<file path="config.mk">
export PLATFORM = sky130hd
export DESIGN_NAME = crd_drop_filter
export DESIGN_NICKNAME = d
export VERILOG_FILES = /design/src/rtl/crd_drop_filter.sv
export SDC_FILE = /design/constraint.sdc
export NUM_CORES = 1
export LEC_CHECK = 0
export CAP_MARGIN = 20
export CORE_MARGIN = 2
export CORE_UTILIZATION = 57
export DETAILED_ROUTE_END_ITERATION = 16
export DONT_BUFFER_PORTS = 1
export PLACE_DENSITY = 0.81
export SYNTH_ARGS = -nofsm -noshare
export SYNTH_HDL_FRONTEND = slang
export SYNTH_SLANG_ARGS = --single-unit
</file>
<file path="constraint.sdc">
create_clock -name clk -period 2.1 [get_ports clk]
set_clock_uncertainty 0.05 [all_clocks]
set_input_delay 0.315 -clock clk [delete_from_list [all_inputs] [get_ports clk]]
set_output_delay 0.315 -clock clk [all_outputs]
set_load 0.05 [all_outputs]
</file>
<file path="src/rtl/crd_drop_filter.sv">
// Coordinate drop filter: forwards an outer coordinate only if its inner fiber is non-empty.
// Optional CRD_DROP_FILTER_STATS_EN adds a saturating dropped_count output.
module crd_drop_filter (
    input  logic        clk,
    input  logic        flush,
    input  logic        clk_en,
    input  logic        tile_en,
    input  logic [16:0] crd_in_0,
    input  logic        crd_in_0_valid,
    output logic        crd_in_0_ready,
    input  logic [16:0] crd_in_1,
    input  logic        crd_in_1_valid,
    output logic        crd_in_1_ready,
    output logic [16:0] crd_out_0,
    output logic        crd_out_0_valid,
    input  logic        crd_out_0_ready,
    output logic [16:0] crd_out_1,
    output logic        crd_out_1_valid,
    input  logic        crd_out_1_ready
`ifdef CRD_DROP_FILTER_STATS_EN
    ,
    output logic [15:0] dropped_count
`endif
);

    typedef enum logic [1:0] {StGetOuter, StWaitInner, StResolve, StDone} state_t;

    localparam logic [16:0] DoneTok = 17'h10100;

    function automatic logic f_is_stop(input logic [16:0] t);
        return t[16] && (t[9:8] == 2'b00);
    endfunction

    function automatic logic f_is_done(input logic [16:0] t);
        return t[16] && (t[9:8] == 2'b01);
    endfunction

    state_t      r_state, w_state_d;
    logic [16:0] r_hold;
    logic        r_nonempty, w_nonempty_d, w_load_hold;

    // Two 2-entry output FIFOs: index 0 feeds crd_out_0, index 1 feeds crd_out_1
    logic [16:0] r_mem [2][2];
    logic        r_rd [2];
    logic        r_wr [2];
    logic [1:0]  r_cnt [2];
    logic [1:0]  w_push, w_pop, w_full;
    logic [16:0] w_push_data [2];
    logic        w_act;

    assign w_act     = tile_en & clk_en & ~flush;
    assign w_full[0] = (r_cnt[0] == 2'd2);
    assign w_full[1] = (r_cnt[1] == 2'd2);

    assign crd_out_0       = r_mem[0][r_rd[0]];
    assign crd_out_1       = r_mem[1][r_rd[1]];
    assign crd_out_0_valid = w_act & (r_cnt[0] != 2'd0);
    assign crd_out_1_valid = w_act & (r_cnt[1] != 2'd0);
    assign w_pop[0]        = crd_out_0_valid & crd_out_0_ready;
    assign w_pop[1]        = crd_out_1_valid & crd_out_1_ready;

    always_comb begin
        w_state_d      = r_state;
        w_nonempty_d   = r_nonempty;
        w_load_hold    = 1'b0;
        w_push         = 2'b00;
        w_push_data[0] = '0;
        w_push_data[1] = '0;
        crd_in_0_ready = 1'b0;
        crd_in_1_ready = 1'b0;
        if (w_act) begin
            unique case (r_state)
                StGetOuter: begin
                    if (crd_in_0_valid) begin
                        if (f_is_stop(crd_in_0)) begin
                            crd_in_0_ready = ~w_full[0];
                            w_push[0]      = ~w_full[0];
                            w_push_data[0] = crd_in_0;
                        end else if (f_is_done(crd_in_0)) begin
                            crd_in_0_ready = 1'b1;
                            w_state_d      = StDone;
                        end else begin
                            crd_in_0_ready = 1'b1;
                            w_load_hold    = 1'b1;
                            w_nonempty_d   = 1'b0;
                            w_state_d      = StWaitInner;
                        end
                    end
                end
                StWaitInner: begin
                    if (crd_in_1_valid) begin
                        // An S_0 closing an empty fiber has no destination, so it never stalls
                        if (f_is_stop(crd_in_1) && crd_in_1[7:0] == 8'd0 && !r_nonempty) begin
                            crd_in_1_ready = 1'b1;
                            w_state_d      = StResolve;
                        end else begin
                            crd_in_1_ready = ~w_full[1];
                            w_push[1]      = ~w_full[1];
                            w_push_data[1] = crd_in_1;
                            if (!w_full[1]) begin
                                if (f_is_stop(crd_in_1) || f_is_done(crd_in_1)) begin
                                    w_state_d = StResolve;
                                end else begin
                                    w_nonempty_d = 1'b1;
                                end
                            end
                        end
                    end
                end
                StResolve: begin
                    if (!r_nonempty) begin
                        w_state_d = StGetOuter;
                    end else if (!w_full[0]) begin
                        w_push[0]      = 1'b1;
                        w_push_data[0] = r_hold;
                        w_state_d      = StGetOuter;
                    end
                end
                StDone: begin
                    if (crd_in_1_valid) begin
                        if (f_is_done(crd_in_1)) begin
                            crd_in_1_ready = ~w_full[0] & ~w_full[1];
                            if (!w_full[0] && !w_full[1]) begin
                                w_push         = 2'b11;
                                w_push_data[0] = DoneTok;
                                w_push_data[1] = DoneTok;
                                w_state_d      = StGetOuter;
                            end
                        end else begin
                            crd_in_1_ready = ~w_full[1];
                            w_push[1]      = ~w_full[1];
                            w_push_data[1] = crd_in_1;
                        end
                    end
                end
                default: w_state_d = StGetOuter;
            endcase
        end
    end

    always_ff @(posedge clk) begin
        if (flush) begin
            r_state    <= StGetOuter;
            r_hold     <= '0;
            r_nonempty <= 1'b0;
            for (int i = 0; i < 2; i++) begin
                r_rd[i]     <= 1'b0;
                r_wr[i]     <= 1'b0;
                r_cnt[i]    <= 2'd0;
                r_mem[i][0] <= '0;
                r_mem[i][1] <= '0;
            end
        end else if (clk_en) begin
            r_state    <= w_state_d;
            r_nonempty <= w_nonempty_d;
            if (w_load_hold) begin
                r_hold <= crd_in_0;
            end
            for (int i = 0; i < 2; i++) begin
                if (w_push[i]) begin
                    r_mem[i][r_wr[i]] <= w_push_data[i];
                    r_wr[i]           <= ~r_wr[i];
                end
                if (w_pop[i]) begin
                    r_rd[i] <= ~r_rd[i];
                end
                r_cnt[i] <= r_cnt[i] + {1'b0, w_push[i]} - {1'b0, w_pop[i]};
            end
        end
    end

`ifdef CRD_DROP_FILTER_STATS_EN
    logic [15:0] r_dropped;
    logic        w_drop;

    assign w_drop        = w_act && (r_state == StResolve) && !r_nonempty;
    assign dropped_count = r_dropped;

    always_ff @(posedge clk) begin
        if (flush) begin
            r_dropped <= '0;
        end else if (clk_en && w_drop && r_dropped != 16'hFFFF) begin
            r_dropped <= r_dropped + 16'd1;
        end
    end
`endif

endmodule

</file>
; ---- Word level (Yosys, flattened, before mapping)
; Memories as Yosys holds them, arrays and structs flattened.
; Index checks and enable logic that the tools add are counted.
[totals]
reg_bits = 20
latch_bits = 0
mem_bits_rw = 76
romBits = 0
inputBits = 42
word_cells = 321
memories = 4
[op_classes]
n_addsub = 4
multipliers = 0
n_div = 0
order_cmp = 6
n_eq_ne = 20
shift = 0
muxes = 169
bitwise = 92
reduce_logical = 23
[mem_list]
columns = memory, depth, width, read_ports, rd_clocked_by_memory_dff, wr, line
row1 = r_mem, 2, 34, 2, 0, 2, 43  ; logic [16:0] r_mem [2][2];
row2 = r_cnt, 2, 2, 2, 0, 2, 46  ; logic [1:0] r_cnt [2];
row3 = r_rd, 2, 1, 2, 0, 2, 44  ; logic r_rd [2];
row4 = r_wr, 2, 1, 2, 0, 2, 45  ; logic r_wr [2];
[op_table]
columns = cell, count
row1 = $mux W17, 16
row2 = $mux W34, 5
row3 = $mux W1, 122
row4 = $or A1 B1 Y1, 74
row5 = $pmux W17 S3, 1
row6 = $demux W17 S1, 2
row7 = $mux W2, 17
row8 = $pmux W17 S2, 1
row9 = $ne A2 B2 Y1 const B, 10
row10 = $reduce_and A11 Y1, 1
row11 = $reduce_and A10 Y1, 1
row12 = $logic_and A1 B1 Y1, 9
row13 = $ne A3 B3 Y1 const B, 3
row14 = $eq A2 B2 Y1 const B, 4
row15 = $ge A2 B2 Y1 const B, 4
row16 = $logic_not A8 Y1, 1
row17 = $not A1 Y2, 4
row18 = $pmux W2 S4, 1
row19 = $and A1 B1 Y1, 7
row20 = $not A1 Y1, 7
row21 = $eq A2 B1 Y1 const B, 3
row22 = $logic_not A2 Y1, 3
row23 = $pmux W1 S2, 3
row24 = $reduce_bool A2 Y1, 3
row25 = 7 further kinds, 12

; ---- Logic depth before layout (Yosys ltp)
; Gate-level depths: netlist (run 1).
[depth]
ltp_word = 13
mapped_depth = 9

; ---- Least setup slack after synthesis (run 1)
; Ideal clock, no wire load.
[synth_path]
path_kind = input port to output port
start = in crd_in_1[3]
end = out crd_in_1_ready
t_arrival_ns = 1.927
required_time_ns = 1.735
path_slack_ns = -0.192
stages = 4
path_buffers = 0
cell_sequence = nor4_1 > and3_1 > a21oi_1 > nor3_1
[synth_between]
elab_chain_cells = 7
[synth_rtl]
columns = item, line
row1 = from (decl), 11  ; input logic [16:0] crd_in_1,
row2 = $logic_not A8 Y1, 93  ; if (f_is_stop(crd_in_1) && crd_in_1[7:0] == 8'd0 && !r_nonempty) begin
row3 = $logic_and A1 B1 Y1 (2 in a row), 93
row4 = $mux W1, 93
row5 = $mux W1, 91  ; if (crd_in_1_valid) begin
row6 = $pmux W1 S2, 72  ; unique case (r_state)
row7 = $mux W1, 71  ; if (w_act) begin
row8 = to (decl), 13  ; output logic crd_in_1_ready,
; Every way passes these cells.

==> results of run 1 <==
## what timing repair did
action,4_1_cts,5_1_grt
hold buffers,1,0
setup buffers,3,3
setup endpoints to repair,2,75
endpoints found under the hold margin,19,0
gates resized for setup,3,20
pin swaps,0,7
## per-stage QoR
stage / utilization [%] / total power [uW] / hold WS (ns)
2_1_floorplan: - / 2470 / 0.387
3_3_place_gp: 62.5 / 2530 / 0.337
3_5_place_dp: 62.5 / 2540 / 0.341
4_1_cts: 65.4 / 3670 / 0.0177
5_1_grt: 67.0 / 3790 / 0.0101
6_report: 67.0 / 3670 / 0.0305
## state kept, by name, indices dropped and copies added (netlist names)
name and flops:
r_mem 68, r_hold 17, r_cnt 4, r_rd 2
r_state 2, r_wr 2, r_nonempty 1
## area by class of cell
class	count	area, um2
multi-input combinational	272	1820
tap	102	128
timing repair buffer	34	319
sequential	96	2690
clock inverter	7	61.3
inverter	10	37.5
fill	525	2550
clock buffer	9	124
## worst paths after layout
path | end | cells after the start | startpoint | slack [ns]
setup / recovery | r_mem[0][12] | 7 | r_cnt[0][2] | 0.01
hold / removal | r_hold[5] | 2 | crd_in_0[5] | 0.03
setup reg to reg | r_mem[0][12] | 7 | r_cnt[0][2] | 0.01
hold reg to reg | r_hold[4] | 2 | r_hold[4] | 0.41
## where the power goes
part	internal [uW]	switching (uW)
Clock	456	680
Combinational	125	280
Sequential	2100	26.3
## kinds of logic (layout without fill, tap and decap cells)
kind of cell	after synthesis	count (layout)	synth area share, %
xor+xnor	4	4	0.771
mux	35	35	8.64
flops	96	96	59.0
fa+ha+maj	4	4	1.10
simple gates	179	179	20.1
buf+inv	31	60	3.27
compound gates	50	50	7.15
## synth_stat cells, drive strengths merged (3+ instances only)
cell type / number
nor2: 66
inv: 10
edfxtp: 76
and3: 26
ha: 4
or2: 5
dfxtp: 20
nor3b: 3
nor2b: 4
and2: 4
clkbuf: 12
nor3: 6
a22oi: 14
mux2: 34
nand2: 41
nand3: 6
a21oi: 24
nand2b: 8
o21ai: 3
buf: 9
## routing by layer
metal	track usage, %	vias up	share of wire (%)
li1	-	1474	-
met1	29.1	1490	39
met2	36.2	121	51
met3	7.74	14	8.1
met4	7.35	0	1.7
met5	0	-	0
==> Implementation_results.wiki, run 1 <==
{| class="wikitable"
! Metric !! Value
|-
| Outcome || finished, final reports clean
|-
| Gr usage total || 22.6%
|-
| Tightest Hold Check Type || input port to flip-flop
|-
| Final hold vios || 0
|-
| Antenna violation net count after detailed routing || 0
|-
| Clock tree from TritonCTS || built
|-
| Number of standard cells after synthesis || 399
|-
| Arrival time of the worst setup path || approximately 2.2 ns
|-
| Source-to-sink clock delay at the later pin of the worst-skew pair || 0.36 ns
|-
| Leftover overflow at the end of global routing || 0
|-
| Residual DRC count || 0
|-
| Worst max-slew margin expressed relative to the limit || 53.2%
|-
| RSZ-0062 raised after global routing || true
|-
| Cell Area, Synth || 4550 um2
|-
| Layout cell share with drive strength beyond 1 || 26.2%
|-
| Number of warnings printed during yosys synthesis || 0
|-
| Leading register cell type out of synthesis || sky130_fd_sc_hd__edfxtp_1
|-
| Fin cells || 530
|-
| Peak Freq || 480 MHz
|-
| Wire length after detailed routing || between 9000 and 10,000 um
|-
| Placed standard-cell area || 4830 um2
|-
| Endpoint type of the worst setup path || flip-flop
|-
| Accumulated negative setup slack || 0 ns
|-
| Most frequent cells in the layout || sky130_fd_sc_hd__edfxtp_1 (76), sky130_fd_sc_hd__nor2_1 (65), sky130_fd_sc_hd__nand2_1 (38), sky130_fd_sc_hd__mux2_2 (34)
|-
| Final number of setup-violating endpoints || 0
|-
| Overall die width || 93.3 um
|-
| Synthesized area per cell || 11.4 um2
|-
| Worst-path cell chain || nand2b_4 -> and4_4 -> o311a_4 -> buf_4 -> nand2_8 -> nand2b_1 -> buf_12
|-
| Stage delay of the slowest cell on the critical path || 0.50 ns
|-
| Antenna diode count || 0
|-
| GP Congestion || around 0.86
|-
| Die area || roughly 8700 um2
|-
| Worst slack after detailed placement || 0.0261 ns
|-
| Vias in the first global route || approximately 3,000
|-
| Leakage || 0.00194 uW
|-
| Initial core utilization || 58.8%
|-
| Delay-heaviest family, CP || simple AND/OR/NAND/NOR gates
|-
| Mapped Nets || ~450
|-
| Largest vdd supply drop || 0.413 mV
|-
| Cell at the root of the clock tree || sky130_fd_sc_hd__clkbuf_8
|-
| Pin count of the biggest net entering global routing || 20
|-
| Max-cap violations || 0
|-
| Number of synthesized register bits || 96
|-
| Slowest library cell on the worst path || sky130_fd_sc_hd__edfxtp_1
|-
| Count of port buffers added during placement || 0
|-
| Clock buffers created by TritonCTS || 9
|-
| Synth async-reset ratio || 0%
|-
| Clock sink count || 96
|-
| Pwr dens || roughly 710 nW/um2
|-
| Starting DRT DRC Count || 229
|-
| Crit-path max FO || 17
|-
| Top-Level Pins || 80
|-
| Final HPWL from detailed placement || 6580 um
|-
| Final Net Count || 469
|-
| Main area contributors after synthesis || sky130_fd_sc_hd__edfxtp_1 (50%), sky130_fd_sc_hd__dfxtp_1 (8.8%), sky130_fd_sc_hd__mux2_2 (8.4%), sky130_fd_sc_hd__nor2_1 (5.4%), sky130_fd_sc_hd__and3_1 (3.6%)
|-
| Time the worst path needs with I/O delays and setup || 2.09 ns
|-
| Post-route fraction of the period consumed by the critical path || 99.3%
|-
| Post-synth top area share || 50.2%
|-
| Total vias in the final route || 3,099
|-
| Count of final max-slew check failures || 0
|-
| Count of flip-flops with a built-in enable after synthesis || 76
|-
| Count of unique library cells instantiated by Yosys || 47
|-
| Area grow syn2layout || 13.8%
|-
| Dominant cell type by area after synthesis || sky130_fd_sc_hd__edfxtp_1
|-
| Most common library cell in the layout ignoring fill and taps || sky130_fd_sc_hd__edfxtp_1
|-
| Die H || ~93 um
|-
| CP Class || flip-flop to flip-flop
|-
| Placed cell count || 507
|-
| Worst setup SP type || flip-flop
|-
| Number of cell rows || 32
|-
| Area of the placeable core || 7730 um2
|-
| Count of TritonRoute iterations in the first routing pass || 5
|-
| Max Root-Sink Buffers || 2
|-
| Sequential cell area fraction in the yosys report || between 50 and 60%
|-
| Global-route wire length before repair || ~15,000 um
|-
| Per-cell routed wire length || between 15 and 20 um
|-
| Initial antenna violation count || 0
|-
| H-tree levels || 3
|-
| Post-route cell area || 5170 um2
|-
| Critical path buffer and inverter count || 2
|-
| Worst Path Required || 2.17 ns
|-
| Clock-pin slew on the worst setup and hold paths || about 0.09 ns
|-
| Worst Tran Pin Value || 0.700 ns
|-
| Final setup slack of the worst path || 0.0146 ns
|-
| Average vias per placed instance || a little under 6
|}
(Power assumes the default switching activity.)
==> run 2, diff against run 1 <==
Settings changed: SKIP_CTS_REPAIR_TIMING set to 1.
==> run 2 against run 1 <==
Against the previous run:
- the flow now finishes with violations (negative setup slack)
- die area unchanged
- utilization down 0.24 points
- critical path depth unchanged
- clock power about the same
- largest cell class unchanged
- largest power group unchanged
==> Implementation_results.wiki, run 2 (synthesis results as in run 1) <==
{| class="wikitable"
! Metric !! Value
|-
| Die area || 8710 um2
|-
| H-tree levels || 3
|-
| Clock tree from TritonCTS || built
|-
| Global-route wire length before repair || 14,800 um
|-
| Gr usage total || 22.3%
|-
| Area of the placeable core || 7730 um2
|-
| Internal Dissipation || 2680 uW
|-
| Count of final max-slew check failures || 0
|-
| Number of cell rows || 32
|-
| Clock sink count || 96
|-
| Fraction of power consumed by the clock network || a little under a third
|-
| Most common library cell in the layout ignoring fill and taps || sky130_fd_sc_hd__edfxtp_1
|-
| Time the worst path needs with I/O delays and setup || 2.12 ns
|-
| GP Congestion || 0.858
|-
| Placed standard-cell area || between 4000 and 5000 um2
|-
| Power dissipated by switching net loads || ~990 uW
|-
| Endpoint type of the worst setup path || flip-flop
|-
| Sequential Power Share || between 50% and 60%
|-
| Initial antenna violation count || 0
|-
| Max-cap violations || 0
|-
| Worst hold margin || 0.0299 ns
|-
| Worst slack after detailed placement || roughly 0.026 ns
|-
| Post-route fraction of the period consumed by the critical path || 101%
|-
| Average vias per placed instance || 5.79
|-
| Overall die width || 93.3 um
|-
| Total area of multi-input combinational cells || 1820 um2
|-
| Clock buffers created by TritonCTS || 9
|-
| Post-route cell area || 5160 um2
|-
| Residual DRC count || 0
|-
| Count of TritonRoute iterations in the first routing pass || 5
|-
| Violations in the final reports || negative setup slack
|-
| Largest vdd supply drop || 0.414 mV
|-
| Final number of setup-violating endpoints || 7
|-
| Flop-to-flop setup slack || -0.02 ns
|-
| Count of port buffers added during placement || 0
|-
| Placed cell count || 507
|-
| Worst setup SP type || flip-flop
|-
| Wire length after detailed routing || between 9000 and 10,000 um
|-
| Pwr dens || 712 nW/um2
|-
| Max Root-Sink Buffers || 2
|-
| Tightest Hold Check Type || input port to flip-flop
|-
| Final setup slack of the worst path || -0.0191 ns
|-
| Leakage || 0.00192 uW
|-
| Area taken by flip-flops and latches || 2690 um2
|-
| Worst Tran Pin Value || around 0.7 ns
|-
| Die H || 93.3 um
|-
| Registers with the highest flip-flop counts || r_mem (68), r_hold (17), r_cnt (4)
|-
| Final HPWL from detailed placement || 6580 um
|-
| Most frequent cells in the layout || sky130_fd_sc_hd__edfxtp_1 (76), sky130_fd_sc_hd__nor2_1 (65), sky130_fd_sc_hd__nand2_1 (38), sky130_fd_sc_hd__mux2_2 (34), sky130_fd_sc_hd__and3_1 (26)
|-
| Hold wc startpoint || crd_in_0[5]
|-
| Top-Level Pins || 80
|-
| Largest reg by FF count || r_mem
|-
| Layout cell share with drive strength beyond 1 || 25.8%
|-
| Flip-flop count of the largest register, all copies and words added || 68
|-
| Area grow syn2layout || 13.4%
|-
| Final Net Count || 467
|-
| Crit-path max FO || 4
|-
| Worst Path Required || 2.17 ns
|-
| Fraction of power spent switching nets || 27.0%
|-
| CP Class || flip-flop to flip-flop
|-
| Antenna violation net count after detailed routing || 0
|-
| Arrival time of the worst setup path || 2.19 ns
|-
| Initial core utilization || 58.8%
|-
| Final hold vios || 0
|-
| Peak Freq || 472 MHz
|-
| Pin count of the biggest net entering global routing || 33
|-
| Launch point of the worst path || r_cnt[0][2]
|-
| Worst max-slew margin expressed relative to the limit || 53.1%
|-
| Total vias in the final route || 3,058
|-
| Leftover overflow at the end of global routing || 0
|-
| Cell at the root of the clock tree || sky130_fd_sc_hd__clkbuf_8
|-
| Worst flop-to-flop path startpoint || r_cnt[0][2]
|-
| Per-cell routed wire length || 18.5 um
|-
| RSZ-0062 raised after global routing || true
|-
| Fin cells || about 530
|-
| Vias in the first global route || 3,025
|-
| Outcome || complete, but fails checks
|-
| Antenna diode count || 0
|-
| Power share of the combinational group || 11.0%
|-
| Source-to-sink clock delay at the later pin of the worst-skew pair || 0.36 ns
|-
| Number of fillers in the final layout || 528
|-
| Clock-pin slew on the worst setup and hold paths || 0.10 ns
|-
| Starting DRT DRC Count || 227
|}
[run 2: metal layers]
layer / GRT usage (%) / part of all wire, % / up-vias
met3: 7.41 / 6.5 / 12
met2: 35.6 / 50 / 103
met4: 6.86 / 1.5 / 0
li1: - / - / 1468
met5: 0 / 0 / -
met1: 29.2 / 42 / 1475
[run 2: area by class of cell]
type	count	share of cell area [%]
clock inverter	7	1.19
clock buffer	9	2.40
timing repair buffer	32	5.82
tap	102	2.48
inverter	10	0.728
multi-input combinational	272	35.3
sequential	96	52.1
[run 2: worst paths after layout]
kind	endpoint	cells after the start
hold reg to reg	r_hold[4]	2
setup / recovery	r_cnt[0][1]	7
hold / removal	r_hold[5]	2
setup reg to reg	r_cnt[0][1]	7
[run 2: through the flow]
| stage | power, uW | setup TNS [ns] | util [%] |
|---|---|---|---|
| floorplan | 2470 | 0 | - |
| global placement | 2530 | 0 | 62.5 |
| detailed placement | 2540 | 0 | 62.5 |
| CTS | 3650 | -0.0814 | 64.9 |
| global route | 3790 | -1.84 | 66.7 |
| finish | 3670 | -0.0341 | 66.7 |
[run 2: critical path, stage by stage, from the launching register on]
cell and delay [ns]:
sky130_fd_sc_hd__edfxtp_1 0.49, sky130_fd_sc_hd__nand2b_4 0.19, sky130_fd_sc_hd__and4_4 0.17, sky130_fd_sc_hd__o311a_4 0.38, sky130_fd_sc_hd__ha_2 0.20, sky130_fd_sc_hd__xor2_2 0.15
sky130_fd_sc_hd__xnor2_1 0.17, sky130_fd_sc_hd__nor2_1 0.07
[run 2: power by group through the flow]
stage / Combinational (uW) / Clock, uW / Sequential [uW]
after floorplan: 309 / 0 / 2160
final: 403 / 1140 / 2130
after global routing: 425 / 1230 / 2130
after detailed placement: 372 / 0 / 2170
after CTS: 373 / 1150 / 2130
after global placement: 366 / 0 / 2170
